<file path="src/rtl/fp_pkg.sv">
// Shared floating-point definitions for the fixed<->float converters.
package fp_pkg;

    localparam int FP_EXP_BIAS = 127;
    localparam int FP_EXP_W    = 8;
    localparam int FP_MANT_W   = 23;

    // Normalisation runs shift steps of 16, 8, 4, 2, 1.
    localparam int NORM_STEPS  = 5;

    typedef struct packed {
        logic                 sign;
        logic [FP_EXP_W-1:0]  exp;
        logic [FP_MANT_W-1:0] mant;
    } fp32_t;

    typedef enum logic [2:0] {
        ST_IDLE,
        ST_ABS,
        ST_NORM,
        ST_PACK,
        ST_OUT
    } state_t;

endpackage

</file>
<file path="src/rtl/fp_round_pack.sv">
// Rounding, exponent carry and field packing for a normalised magnitude.
// Build option: FIXED_TO_FP_RNE_EN selects round-to-nearest-even;
// without it the mantissa is truncated and no carry logic exists.
module fp_round_pack
    import fp_pkg::*;
(
    input  logic        i_sign,
    input  logic        i_zero,
    input  logic [7:0]  i_exp,
    input  logic [31:0] i_mag,
    output logic [31:0] o_fp
);

    logic [FP_MANT_W-1:0] w_mant;
    logic [FP_MANT_W-1:0] w_mant_out;
    logic [FP_EXP_W-1:0]  w_exp_out;
    logic                 w_unused;
    fp32_t                w_fp;

    // Bit 31 is the implicit leading one and is dropped.
    assign w_mant = i_mag[30:8];

`ifdef FIXED_TO_FP_RNE_EN
    logic w_guard;
    logic w_sticky;
    logic w_round_up;
    logic w_carry;

    assign w_guard    = i_mag[7];
    assign w_sticky   = |i_mag[6:0];
    assign w_round_up = w_guard && (w_sticky || w_mant[0]);
    // An all-ones mantissa rounding up wraps to zero and bumps the exponent.
    assign {w_carry, w_mant_out} = {1'b0, w_mant} + 24'(w_round_up);
    assign w_exp_out  = i_exp + 8'(w_carry);
    assign w_unused   = i_mag[31];
`else
    assign w_mant_out = w_mant;
    assign w_exp_out  = i_exp;
    assign w_unused   = ^{i_mag[31], i_mag[7:0]};
`endif

    // Zero input always packs as +0.0.
    always_comb begin
        w_fp      = '0;
        w_fp.sign = i_sign;
        w_fp.exp  = w_exp_out;
        w_fp.mant = w_mant_out;
        if (i_zero) begin
            w_fp = '0;
        end
    end

    assign o_fp = w_fp;

endmodule

</file>
<file path="src/rtl/fixed_to_fp.sv">
// Signed fixed-point (FRAC_W fractional bits) to IEEE-754 single converter.
// Fixed 7-cycle latency: ABS, five normalisation steps, PACK.
// Rounding mode chosen inside fp_round_pack via FIXED_TO_FP_RNE_EN.
module fixed_to_fp
    import fp_pkg::*;
#(
    parameter int FRAC_W = 16
) (
    input  logic        clk_i,
    input  logic        rst_i,
    input  logic [31:0] fixed_i,
    input  logic        in_valid_i,
    output logic        in_ready_o,
    output logic [31:0] fp_o,
    output logic        out_valid_o,
    input  logic        out_ready_i
);

    state_t      r_state;
    state_t      w_next_state;
    logic [31:0] r_x;
    logic        r_sign;
    logic        r_zero;
    logic [31:0] r_mag;
    logic [4:0]  r_lz;
    logic [2:0]  r_step;
    logic [31:0] r_fp;

    logic [4:0]  w_k;
    logic [31:0] w_hi_mask;
    logic [8:0]  w_exp9;
    logic [31:0] w_fp;
    logic        w_unused;

    // Step k halves each NORM cycle; the mask selects mag[31:32-k].
    assign w_k       = 5'd16 >> r_step;
    assign w_hi_mask = ~(32'hFFFF_FFFF >> w_k);

    // Exponent stays in 96..158, so the top bit of the 9-bit result is never set.
    assign w_exp9    = 9'(FP_EXP_BIAS + 31) - {4'b0, r_lz} - 9'(FRAC_W);
    assign w_unused  = w_exp9[8];

    fp_round_pack u_round_pack (
        .i_sign (r_sign),
        .i_zero (r_zero),
        .i_exp  (w_exp9[7:0]),
        .i_mag  (r_mag),
        .o_fp   (w_fp)
    );

    // State register.
    always_ff @(posedge clk_i) begin
        if (rst_i) begin
            r_state <= ST_IDLE;
        end else begin
            r_state <= w_next_state;
        end
    end

    // Next-state and handshake outputs.
    always_comb begin
        w_next_state = r_state;
        in_ready_o   = 1'b0;
        out_valid_o  = 1'b0;
        case (r_state)
            ST_IDLE: begin
                in_ready_o = 1'b1;
                if (in_valid_i) begin
                    w_next_state = ST_ABS;
                end
            end
            ST_ABS:  w_next_state = ST_NORM;
            ST_NORM: begin
                if (r_step == 3'(NORM_STEPS - 1)) begin
                    w_next_state = ST_PACK;
                end
            end
            ST_PACK: w_next_state = ST_OUT;
            ST_OUT: begin
                out_valid_o = 1'b1;
                if (out_ready_i) begin
                    w_next_state = ST_IDLE;
                end
            end
            default: w_next_state = ST_IDLE;
        endcase
    end

    // Datapath: capture, absolute value, leading-zero shift, result register.
    always_ff @(posedge clk_i) begin
        if (rst_i) begin
            r_x    <= '0;
            r_sign <= 1'b0;
            r_zero <= 1'b0;
            r_mag  <= '0;
            r_lz   <= '0;
            r_step <= '0;
            r_fp   <= '0;
        end else begin
            case (r_state)
                ST_IDLE: begin
                    if (in_valid_i) begin
                        r_x <= fixed_i;
                    end
                end
                ST_ABS: begin
                    // -2^31 negates to itself, which is the correct unsigned magnitude.
                    r_sign <= r_x[31];
                    r_mag  <= r_x[31] ? (~r_x + 32'd1) : r_x;
                    r_zero <= (r_x == 32'd0);
                    r_lz   <= '0;
                    r_step <= '0;
                end
                ST_NORM: begin
                    if ((r_mag & w_hi_mask) == 32'd0) begin
                        r_mag <= r_mag << w_k;
                        r_lz  <= r_lz + w_k;
                    end
                    r_step <= r_step + 3'd1;
                end
                ST_PACK: r_fp <= w_fp;
                default: ;
            endcase
        end
    end

    assign fp_o = r_fp;

endmodule

</file>
<file path="config.mk">
export PLATFORM = sky130hd
export DESIGN_NAME = fixed_to_fp
export DESIGN_NICKNAME = d
export VERILOG_FILES = /design/src/rtl/fp_pkg.sv /design/src/rtl/fp_round_pack.sv /design/src/rtl/fixed_to_fp.sv
export SDC_FILE = /design/constraint.sdc
export NUM_CORES = 1
export LEC_CHECK = 0
export CAP_MARGIN = 0
export CORE_ASPECT_RATIO = 1.25
export CORE_UTILIZATION = 58
export DETAILED_ROUTE_END_ITERATION = 12
export PLACE_DENSITY = 0.89
export SETUP_SLACK_MARGIN = 0.05
export SYNTH_ARGS = -nofsm -noshare
export SYNTH_HDL_FRONTEND = slang
export SYNTH_SLANG_ARGS = --single-unit
</file>
<file path="constraint.sdc">
create_clock -name clk_i -period 4 [get_ports clk_i]
set_clock_uncertainty 0.05 [all_clocks]
set_input_delay 0.8 -clock clk_i [delete_from_list [all_inputs] [get_ports clk_i]]
set_output_delay 0.8 -clock clk_i [all_outputs]
set_load 0.01 [all_outputs]
</file>
Yosys cells after proc, flatten, opt, wreduce, memory -nomap -nowiden

Index checks and enable logic that the tools add are counted.

Output and inout port bits: 34
Logic and storage cells: 48
Register bits: 109

Shift operators: 3
Reduce and logical (&&, ||, !) cells: 7
Add/sub/neg operators: 5
Equal/unequal tests: 9
Bitwise gates (word level): 3
Muxes and demuxes: 13

Operators by type and width:

| kind                                                | number |
|---|---|
| two-way mux 32 bit                                  | 3 |
| logical NOT 32 bit                                  | 2 |
| NOT 32 bit                                          | 2 |
| case mux 32 bit (2 select lines)                    | 1 |
| adder 32 x 1 -> 32 bit, second input constant       | 1 |
| AND 32 bit                                          | 1 |
| << shifter 32 x 5 -> 32 bit                         | 1 |
| right shift 32 x 5 -> 32 bit, first input constant  | 1 |
| case mux 3 bit (5 select lines)                     | 1 |
| case mux 5 bit (2 select lines)                     | 1 |
| two-way mux 3 bit                                   | 3 |
| != test 2 bit, second input constant                | 4 |
| subtractor 8 x 5 -> 8 bit, first input constant     | 1 |
| subtractor 8 x 5 -> 8 bit, second input constant    | 1 |
| equality test 3 x 2 -> 1 bit, second input constant | 2 |
| equality test 3 bit, second input constant          | 2 |
| case mux 3 bit (2 select lines)                     | 1 |
| adder 5 bit                                         | 1 |
| two-way mux 5 bit                                   | 1 |
| right shift 5 x 3 -> 5 bit, first input constant    | 1 |
| AND reduction 2 bit                                 | 2 |
| adder 3 x 1 -> 3 bit, second input constant         | 1 |
| equality test 3 x 1 -> 1 bit, second input constant | 1 |
| logical NOT 3 bit                                   | 1 |
| other kinds (3)                                     | 4 |

Longest topological paths before layout

Gate-level depths: netlist of the first run.

Depth in word-level cells: 7
Mapped depth: 14
Depth with buffers taken out: 13

Cells and area by module

Synthesis of the first run repeated with hierarchy kept, for this count alone.

Cells, all modules: 934
Area, all modules: 7349.5 sq um

By module, submodules not included:

| module        | cells an instance | times used | area an instance (sq um) | seq. area each (sq um) |
|---|---|---|---|---|
| fixed_to_fp   | 899               | 1          | 7126.8                   | 2182.1 |
| fp_round_pack | 35                | 1          | 222.7                    | 0.0 |

Worst setup path after synthesis of the first run

Ideal clock, no wire load.

Path kind: register -> register
Start: reg r_step[2]
End: reg r_mag[18]
Slack: 933 ps
Library setup time: 116 ps
Required time: 3834 ps
Data arrival time: 2901 ps
Cell stages (with the launch flop): 13
Path through: dfxtp_1 -> buf_4 -> clkbuf_1 -> inv_1 -> ha_1 -> buf_2 -> nand2_1 -> o21ai_0 -> a2111oi_4 -> nand4_2 -> o31a_1 -> or4_1 -> o211a_1

Word-level cells in the longest chain between the ends: 7
Elaborated cells on any way between the ends: 10

RTL lines:

| element                              | line               | text |
|---|---|---|
| from (decl)                          | fixed_to_fp.sv:26  | `logic [2:0] r_step;` |
| from (signal assigned)               | fixed_to_fp.sv:119 | `r_step <= r_step + 3'd1;` |
| right shift 5 x 3 -> 5 bit (*)       | fixed_to_fp.sv:36  | `assign w_k = 5'd16 >> r_step;` |
| right shift 32 x 5 -> 32 bit         | fixed_to_fp.sv:37  | `assign w_hi_mask = ~(32'hFFFF_FFFF >> w_k);` |
| NOT 32 bit                           | fixed_to_fp.sv:37  |  |
| AND 32 bit                           | fixed_to_fp.sv:115 | `if ((r_mag & w_hi_mask) == 32'd0) begin` |
| logical NOT 32 bit                   | fixed_to_fp.sv:115 |  |
| != test 2 bit (no source line)       | -                  |  |
| AND reduction 2 bit (no source line) | -                  |  |
| to (signal assigned)                 | fixed_to_fp.sv:109 | `r_mag <= r_x[31] ? (~r_x + 32'd1) : r_x;` |
| to (signal assigned)                 | fixed_to_fp.sv:116 | `r_mag <= r_mag << w_k;` |
| to (decl)                            | fixed_to_fp.sv:24  | `logic [31:0] r_mag;` |

Mark *: on every way between the ends. The rest lies on a longest branch, timed or not. The select of a mux whose other input is x is not followed.
A chain may end at the register's enable or synchronous reset.

Worst setup path in the final report of the first run

Start: reg r_step[0]
End: reg r_mag[11]

The elaborated chain is that of the path after synthesis.

==> summary.log, run 1 <==
[outcome] outcome completed
[place] detailed placement HPWL 17600 µm
[route] routed metal-1 wirelength 8900 µm
[route] met3 WL 2390 µm
[setup_path] arrival time worst endpoint 3850 ps
[place] worst slack at placement 431 ps
[final_layout] number of antenna cells inserted 0
[synth] Mean Syn Cell Area 8.06 µm²
[final_layout] post-route non-filler standard cell count 1082
[synth] Netlist cell types 76
[sta] transition at the pin with the smallest max-transition slack 1100 ps
[setup_path] worst setup path startpoint r_step[0]$_SDFFE_PP0P_
[synth] number of flops mapped to enable cells by yosys 0
[sta] Setup-failing EPs final 0
[final_layout] number of nets in the layout 963
[synth] Syn Nets 926
[final_layout] multi-input logic area 0.00453 mm²
[route] metal2 WL 11500 µm
[global_route] GRT Overall Usage 39.3%
[floorplan] Die Wd 101 µm
[route] first-pass iteration count of the detailed router 6
[sta] unrepaired setup endpoints after global routing no
[setup_path] critical path type register to register
[route] count of unresolved DRC violations after routing 0
[cts] total setup buffers inserted after CTS 0
[final_layout] area used by sequential logic in the layout 0.00218 mm²
[global_route] global-route wire length before repair 37900 µm
[sta] share of the cycle needed by the critical path after routing 91.2%
[floorplan] number of cell rows 44
[setup_path] register-to-register setup slack 350 ps
[final_layout] final instance area 0.00824 mm²
[place] placed cell areas 0.00791 mm²
[sta] maximum clock rate 0.274 GHz
[final_layout] share of layout cells above drive strength 1 9.88%
[synth] post-synthesis cell area 0.00708 mm²
[sta] final worst setup slack 351 ps
[synth] register bit total from synthesis 109
[cts] root buffer cell clkbuf_16
[floorplan] num ports 70
[floorplan] initial cell density of the core 60.1%
[cts] quantity of hold-fixing buffers added after cts 0
[worst_hold_path] Hold Path Class register to register
[sta] final critical path time including I/O delays and setup 3650 ps
[setup_path] worst r2r path cells 10
[cts] total CTS buffers 9
[cts] clk_lat worst skew 350 ps
[setup_path] buffers and inverters on the worst path 2
[global_route] remaining global-route overflow 0
[sta] Final Hold Fails 0
[setup_path] number of logic stages on the critical path including buffering 10
[power_and_ir_drop] power per cell area 369 mW/mm²
[cts] number of H-tree levels 3
[floorplan] total die area 0.0127 mm²
[place] number of I/O port buffers 69
[route] Detailed Route Iter0 Violations 716
[synth] count of yosys warnings during synthesis 0
[cts] cts repair resizes 0
[sta] worst-case hold slack 412 ps
[run] max-cap check violation count 0
[setup_path] start of the worst register-to-register path r_step[0]$_SDFFE_PP0P_
[cts] maximum clock path buffer count 2
[power_and_ir_drop] worst-case vdd ir drop 0.321 mV
[setup_path] end point of the critical path r_mag[11]$_SDFFE_PP0P_
[global_route] antenna violations before repair 0
[synth] Gate Count Post-Synth 879
[route] antenna viol nets, final 0
[sta] headroom to the max-slew limit 26.5%
[power_and_ir_drop] leakage power 2.89 nW
[route] vias per inst 6.77
[setup_path] Top cell by count, worst path ha_1
[final_layout] utilization after layout 69.9%
[global_route] vias in the first global route 6928
[synth] Synth async-reset ratio 0%
[global_route] maximum number of pins on one net before global-route repair 64
[cts] Reg clk slew, reported paths 80 ps
[setup_path] R2R Path End r_mag[11]$_SDFFE_PP0P_
[route] Wirelength per Cell 22.5 µm
[floorplan] Placeable Area 0.0118 mm²
[setup_path] maximum single-stage delay on the critical path 940 ps
[sta] count of pins over their slew limit 0
[setup_path] Worst Setup End Kind register
[route] highest metal layer used by the detailed router met4
[setup_path] required time at the worst-slack endpoint 4200 ps
[place] GPL Wtd Cong 1.05
[floorplan] die outline height 126 µm
[final_layout] growth of design area from synthesis to finish 16.4%
[setup_path] top cell family by delay on the critical path compound AO/OA/AOI/OAI gates
[route] vias after detailed routing 7329
[setup_path] nature of the critical path startpoint register
[sta] summed negative setup slack over all endpoints 0 ps
[route] overall routed net length 24300 µm
[cts] clock tree from TritonCTS done
[place] total placed cells including tap cells 1066
[synth] sequential share of the synthesized area 30.8%
[final_layout] # fillers 1010
[setup_path] library cell contributing the largest single delay on the critical path o31ai_4
[setup_path] Critical Path, Cell by Cell ha_1 > ha_1 > buf_4 > a32oi_1 > o221a_2 > a31oi_1 > o31ai_4 > buf_12 > nor2_1 > a211oi_1
[cts] # clock sinks 109
[power_and_ir_drop] Pwr Total 3.04 mW
[synth] most used flip-flop cell after synthesis dfxtp_1
[setup_path] highest net fanout along the worst path 24
## placed cells by master (no fill, tap or decap), drive strengths merged, types with 23 or more instances in the layout
cell,synthesis,final
dfxtp,109,109
xnor2,24,24
mux4,23,23
buf,25,32
nand2,128,128
nor3b,26,26
nor2,85,85
nor3,25,25
a21oi,101,101
o21ai,29,29
clkdlybuf4s50,0,68
## final cells by class
type,instances,area share (%)
clock buffers,9,2.73
clock inverters,7,1.25
inverters,14,0.638
multi-input cells,682,55.0
flip-flops and latches,109,26.5
well taps,161,2.44
repair buffers,100,11.5
## worst register-to-register path, stage by stage (launching register included)
cell and delay, ps:
dfxtp_1 360, ha_1 340, ha_1 430, buf_4 260
a32oi_1 210, o221a_2 210, a31oi_1 170, o31ai_4 940
buf_12 260, nor2_1 60, a211oi_1 250
## cells in the mapped netlist (all sizes together), types with 3 or more instances
cell / count / share of area [%]
a2111oi: 7 / 1.2
a211oi: 16 / 1.7
a21oi: 101 / 7.1
a221oi: 9 / 1.1
a22oi: 16 / 1.7
a311oi: 8 / 0.99
a31oi: 8 / 0.71
a32o: 4 / 0.57
a32oi: 4 / 0.49
buf: 25 / 1.8
clkbuf: 49 / 2.6
clkinv: 3 / 0.16
dfxtp: 109 / 31
ha: 11 / 1.9
inv: 11 / 0.58
mux2i: 20 / 2.8
mux4: 23 / 7.3
nand2: 128 / 6.8
nand2b: 12 / 1.1
nand3: 14 / 0.99
nand3b: 3 / 0.32
nor2: 85 / 4.5
nor2b: 3 / 0.27
nor3: 25 / 1.8
nor3b: 26 / 2.9
nor4: 5 / 0.44
o211a: 5 / 0.71
o211ai: 3 / 0.32
o21ai: 29 / 2.0
o221ai: 7 / 0.95
o22ai: 4 / 0.35
o31ai: 17 / 2.0
o41ai: 5 / 0.62
or3: 4 / 0.35
or4: 5 / 0.53
xnor2: 24 / 3.0
xor2: 11 / 1.4
## power breakdown
group | internal [mW] | leakage [nW] | total (mW) | switching [mW]
clock network | 0.510 | 0.160 | 0.980 | 0.470
registers | 1.16 | 0.888 | 1.30 | 0.143
logic | 0.314 | 1.84 | 0.758 | 0.444
## registers in the layout, summed over array words and instances (netlist names)
name     count
r_step       3
r_state      3
r_lz         5
r_x         32
r_zero       1
r_mag       32
fp_o        32
r_sign       1
## cell families (layout without fill, tap and decap cells)
group,Yosys count,after routing,synth area share [%]
compound gates,268,268,25.8
xor+xnor,35,35,4.33
fa+ha+maj,12,12,2.09
buf+inv,88,130,5.20
flops,109,109,30.8
mux,45,45,10.5
simple gates,322,322,21.3
## per-layer routing
layer	up-vias	track usage [%]
li1	3322	-
met2	482	63.6
met1	3403	48.1
met5	-	0
met4	0	23.2
met3	122	7.66
## worst min path at each step
stage                   startpoint             endpoint  cells past startpoint
2_1_floorplan  r_sign$_SDFFE_PP0P_  r_sign$_SDFFE_PP0P_                      2
3_3_place_gp   r_sign$_SDFFE_PP0P_  r_sign$_SDFFE_PP0P_                      2
3_5_place_dp   r_sign$_SDFFE_PP0P_  r_sign$_SDFFE_PP0P_                      2
4_1_cts        r_sign$_SDFFE_PP0P_  r_sign$_SDFFE_PP0P_                      2
5_1_grt        r_sign$_SDFFE_PP0P_  r_sign$_SDFFE_PP0P_                      2
6_report       r_sign$_SDFFE_PP0P_  r_sign$_SDFFE_PP0P_                      2
No activity file was read; power rests on OpenSTA's default activity.
==> run 2, diff against run 1 <==
==> constraint.sdc (replaced) <==
create_clock -name clk_i -period 3.55 [get_ports clk_i]
set_clock_uncertainty 0.05 [all_clocks]
set_input_delay 0.71 -clock clk_i [delete_from_list [all_inputs] [get_ports clk_i]]
set_output_delay 0.71 -clock clk_i [all_outputs]
set_load 0.01 [all_outputs]
==> summary.log, run 2 (same netlist as run 1, synthesis figures left out) <==
[sta] final critical path time including I/O delays and setup 3110 ps [-537 ps]
[floorplan] initial cell density of the core 60.1% [unchanged]
[power_and_ir_drop] power per cell area 414 mW/mm² [+12%]
[floorplan] num ports 70 [unchanged]
[final_layout] number of antenna cells inserted 0 [unchanged]
[global_route] remaining global-route overflow 0 [unchanged]
[route] Detailed Route Iter0 Violations 832 [+16%]
[cts] quantity of hold-fixing buffers added after cts 0 [unchanged]
[power_and_ir_drop] internal power 2.23 mW [+13%]
[route] vias per inst 6.84 [+0.92%]
[cts] maximum clock path buffer count 2 [unchanged]
[route] overall routed net length 25100 µm [+3.3%]
[global_route] GRT Overall Usage 40.7% [+1.4 points]
[final_layout] most common cell after layout, fill and taps aside nand2_1
[route] count of unresolved DRC violations after routing 0 [unchanged]
[outcome] outcome completed
[setup_path] arrival time worst endpoint 3310 ps [-540 ps]
[floorplan] number of cell rows 44 [unchanged]
[setup_path] buffers and inverters on the worst path 1 [-1]
[setup_path] highest net fanout along the worst path 20 [-17%]
[sta] Final Hold Fails 0 [unchanged]
[route] antenna viol nets, final 0 [unchanged]
[run] max-cap check violation count 0 [unchanged]
[worst_hold_path] Hold Path Class register to register
[sta] share of the cycle needed by the critical path after routing 87.6% [-3.6 points]
[power_and_ir_drop] switching power 1.21 mW [+14%]
[sta] maximum clock rate 0.321 GHz [+17%]
[setup_path] Top cell by count, worst path ha_1
[cts] total setup buffers inserted after CTS 0 [unchanged]
[cts] Reg clk slew, reported paths 80 ps [about the same]
[floorplan] Placeable Area 0.0118 mm² [unchanged]
[global_route] vias in the first global route 6953 [+0.36%]
[sta] Setup-failing EPs final 0 [unchanged]
[route] vias after detailed routing 7444 [+1.6%]
[cts] root buffer cell clkbuf_16
[final_layout] # fillers 965 [-4.5%]
[sta] count of pins over their slew limit 0 [unchanged]
[power_and_ir_drop] switching power as a share of total power 35.1% [+0.33 points]
[floorplan] total die area 0.0127 mm² [unchanged]
[setup_path] critical path type register to register
[place] number of I/O port buffers 69 [unchanged]
[setup_path] top cell family by delay on the critical path compound AO/OA/AOI/OAI gates
[setup_path] Critical Path, Cell by Cell ha_1 > ha_1 > buf_4 > nand2_1 > o21ai_0 > a2111oi_4 > nand4_2 > o31a_1 > or4_1 > o211a_1
[setup_path] Worst Setup End Kind register
[sta] unrepaired setup endpoints after global routing no
[sta] worst-case hold slack 439 ps [+27.3 ps]
[global_route] global-route wire length before repair 38800 µm [+2.3%]
[cts] total CTS buffers 9 [unchanged]
[cts] clock tree from TritonCTS done
[setup_path] library cell contributing the largest single delay on the critical path or4_1
[place] GPL Wtd Cong 1.10 [+5.0%]
[sta] summed negative setup slack over all endpoints 0 ps [unchanged]
[place] detailed placement HPWL 18200 µm [+3.5%]
[route] first-pass iteration count of the detailed router 6 [unchanged]
[sta] transition at the pin with the smallest max-transition slack 1140 ps [+41.9 ps]
[setup_path] nature of the critical path startpoint register
[power_and_ir_drop] Clk network pwr share 32.2% [about the same]
[cts] cts repair resizes 0 [unchanged]
[route] Wirelength per Cell 23.1 µm [+2.6%]
[final_layout] number of nets in the layout 970 [+0.73%]
[setup_path] maximum single-stage delay on the critical path 550 ps [-390 ps]
[place] placed cell areas 0.00798 mm² [+0.82%]
[sta] headroom to the max-slew limit 23.7% [-2.8 points]
[cts] clk_lat worst skew 360 ps [about the same]
[global_route] antenna violations before repair 1 [+1]
[global_route] maximum number of pins on one net before global-route repair 64 [unchanged]
[power_and_ir_drop] relative contribution of sequential cells to total power 42.6% [-0.2 points]
[final_layout] share of layout cells above drive strength 1 10.6% [+0.68 points]
[power_and_ir_drop] worst-case vdd ir drop 0.370 mV [+16%]
[final_layout] most used cells in the layout excluding fill and tap cells 127 x nand2_1, 109 x dfxtp_1, 101 x a21oi_1
[power_and_ir_drop] combinational share of power 25.2% [+0.2 points]
[floorplan] Die Wd 101 µm [unchanged]
[final_layout] growth of design area from synthesis to finish 17.3%
[power_and_ir_drop] leakage power 2.93 nW [+1.3%]
[cts] number of H-tree levels 3 [unchanged]
[floorplan] die outline height 126 µm [unchanged]
[final_layout] final instance area 0.00830 mm² [+0.76%]
[cts] # clock sinks 109 [unchanged]
[power_and_ir_drop] Pwr Total 3.44 mW [+13%]
[setup_path] required time at the worst-slack endpoint 3750 ps [-450 ps]
-- run 2: cell types whose count changed in the layout (fill, tap and decap cells not counted) --
cell,previous run,this run
buf_12,2,3
buf_4,30,36
inv_6,1,2
inv_8,2,1
-- run 2: metrics by stage --
step                      instances  setup WS [ps]  utilization, %
after global placement         1073            587            67.7
after CTS                      1089            494            70.5
after detailed placement       1073            499            67.7
after floorplan                 879            483               -
final                          1089            438            70.5
after global routing           1089            322            70.5
-- run 2: worst min-delay path: cells and delay by family (launching register included) --
kind / cells / cell delay, ps
DFF: 1 / 330
AOI/OAI and AO/OA: 1 / 60
and+or+nand+nor: 1 / 60
-- run 2: final timing paths --
kind | depth (start not counted) | slack (ps) | to | startpoint
hold reg to reg | 2 | 440 | r_sign$_SDFFE_PP0P_ | r_sign$_SDFFE_PP0P_
hold / removal | 2 | 440 | r_sign$_SDFFE_PP0P_ | r_sign$_SDFFE_PP0P_
setup / recovery | 10 | 440 | r_mag[18]$_SDFFE_PP0P_ | r_step[0]$_SDFFE_PP0P_
setup reg to reg | 10 | 440 | r_mag[18]$_SDFFE_PP0P_ | r_step[0]$_SDFFE_PP0P_
-- run 2: power groups by stage --
stage / sequential (mW) / clock (mW) / combinational (mW)
finish: 1.47 / 1.11 / 0.867
global route: 1.47 / 1.16 / 0.924
CTS: 1.45 / 1.11 / 0.844
detailed placement: 1.48 / 0 / 0.840
global placement: 1.48 / 0 / 0.831
floorplan: 1.40 / 0 / 0.603
-- run 2: area by class of cell --
| class | instances | area, µm² | area share (%) |
|---|---|---|---|
| Tap cell | 161 | 201 | 2.43 |
| Timing Repair Buffer | 107 | 1010 | 12.2 |
| Clock buffer | 9 | 225 | 2.71 |
| Multi-Input combinational cell | 682 | 4530 | 54.6 |
| Clock inverter | 7 | 100 | 1.21 |
| Sequential cell | 109 | 2180 | 26.3 |
| Inverter | 14 | 52.6 | 0.633 |
-- run 2: layer usage --
layer | vias to the layer above | wire [µm] | track usage [%]
li1 | 3339 | - | -
met1 | 3509 | 8910 | 47.0
met2 | 449 | 11800 | 65.7
met3 | 145 | 2400 | 10.4
met4 | 2 | 2010 | 27.4
met5 | - | 14 | 0
==> run 3, diff against run 2 <==
--- a/config.mk
+++ b/config.mk
@@ -5,12 +5,14 @@
 export SDC_FILE = /design/constraint.sdc
 export NUM_CORES = 1
 export LEC_CHECK = 0
+export ABC_CLOCK_PERIOD_IN_PS = 3550
 export CAP_MARGIN = 0
 export CORE_ASPECT_RATIO = 1.25
 export CORE_UTILIZATION = 58
 export DETAILED_ROUTE_END_ITERATION = 12
 export PLACE_DENSITY = 0.89
 export SETUP_SLACK_MARGIN = 0.05
+export SLEW_MARGIN = 20
 export SYNTH_ARGS = -nofsm -noshare
 export SYNTH_HDL_FRONTEND = slang
 export SYNTH_SLANG_ARGS = --single-unit
==> results of run 3 <==
No change in the layout: final DEF, timing and power equal those of run 2.
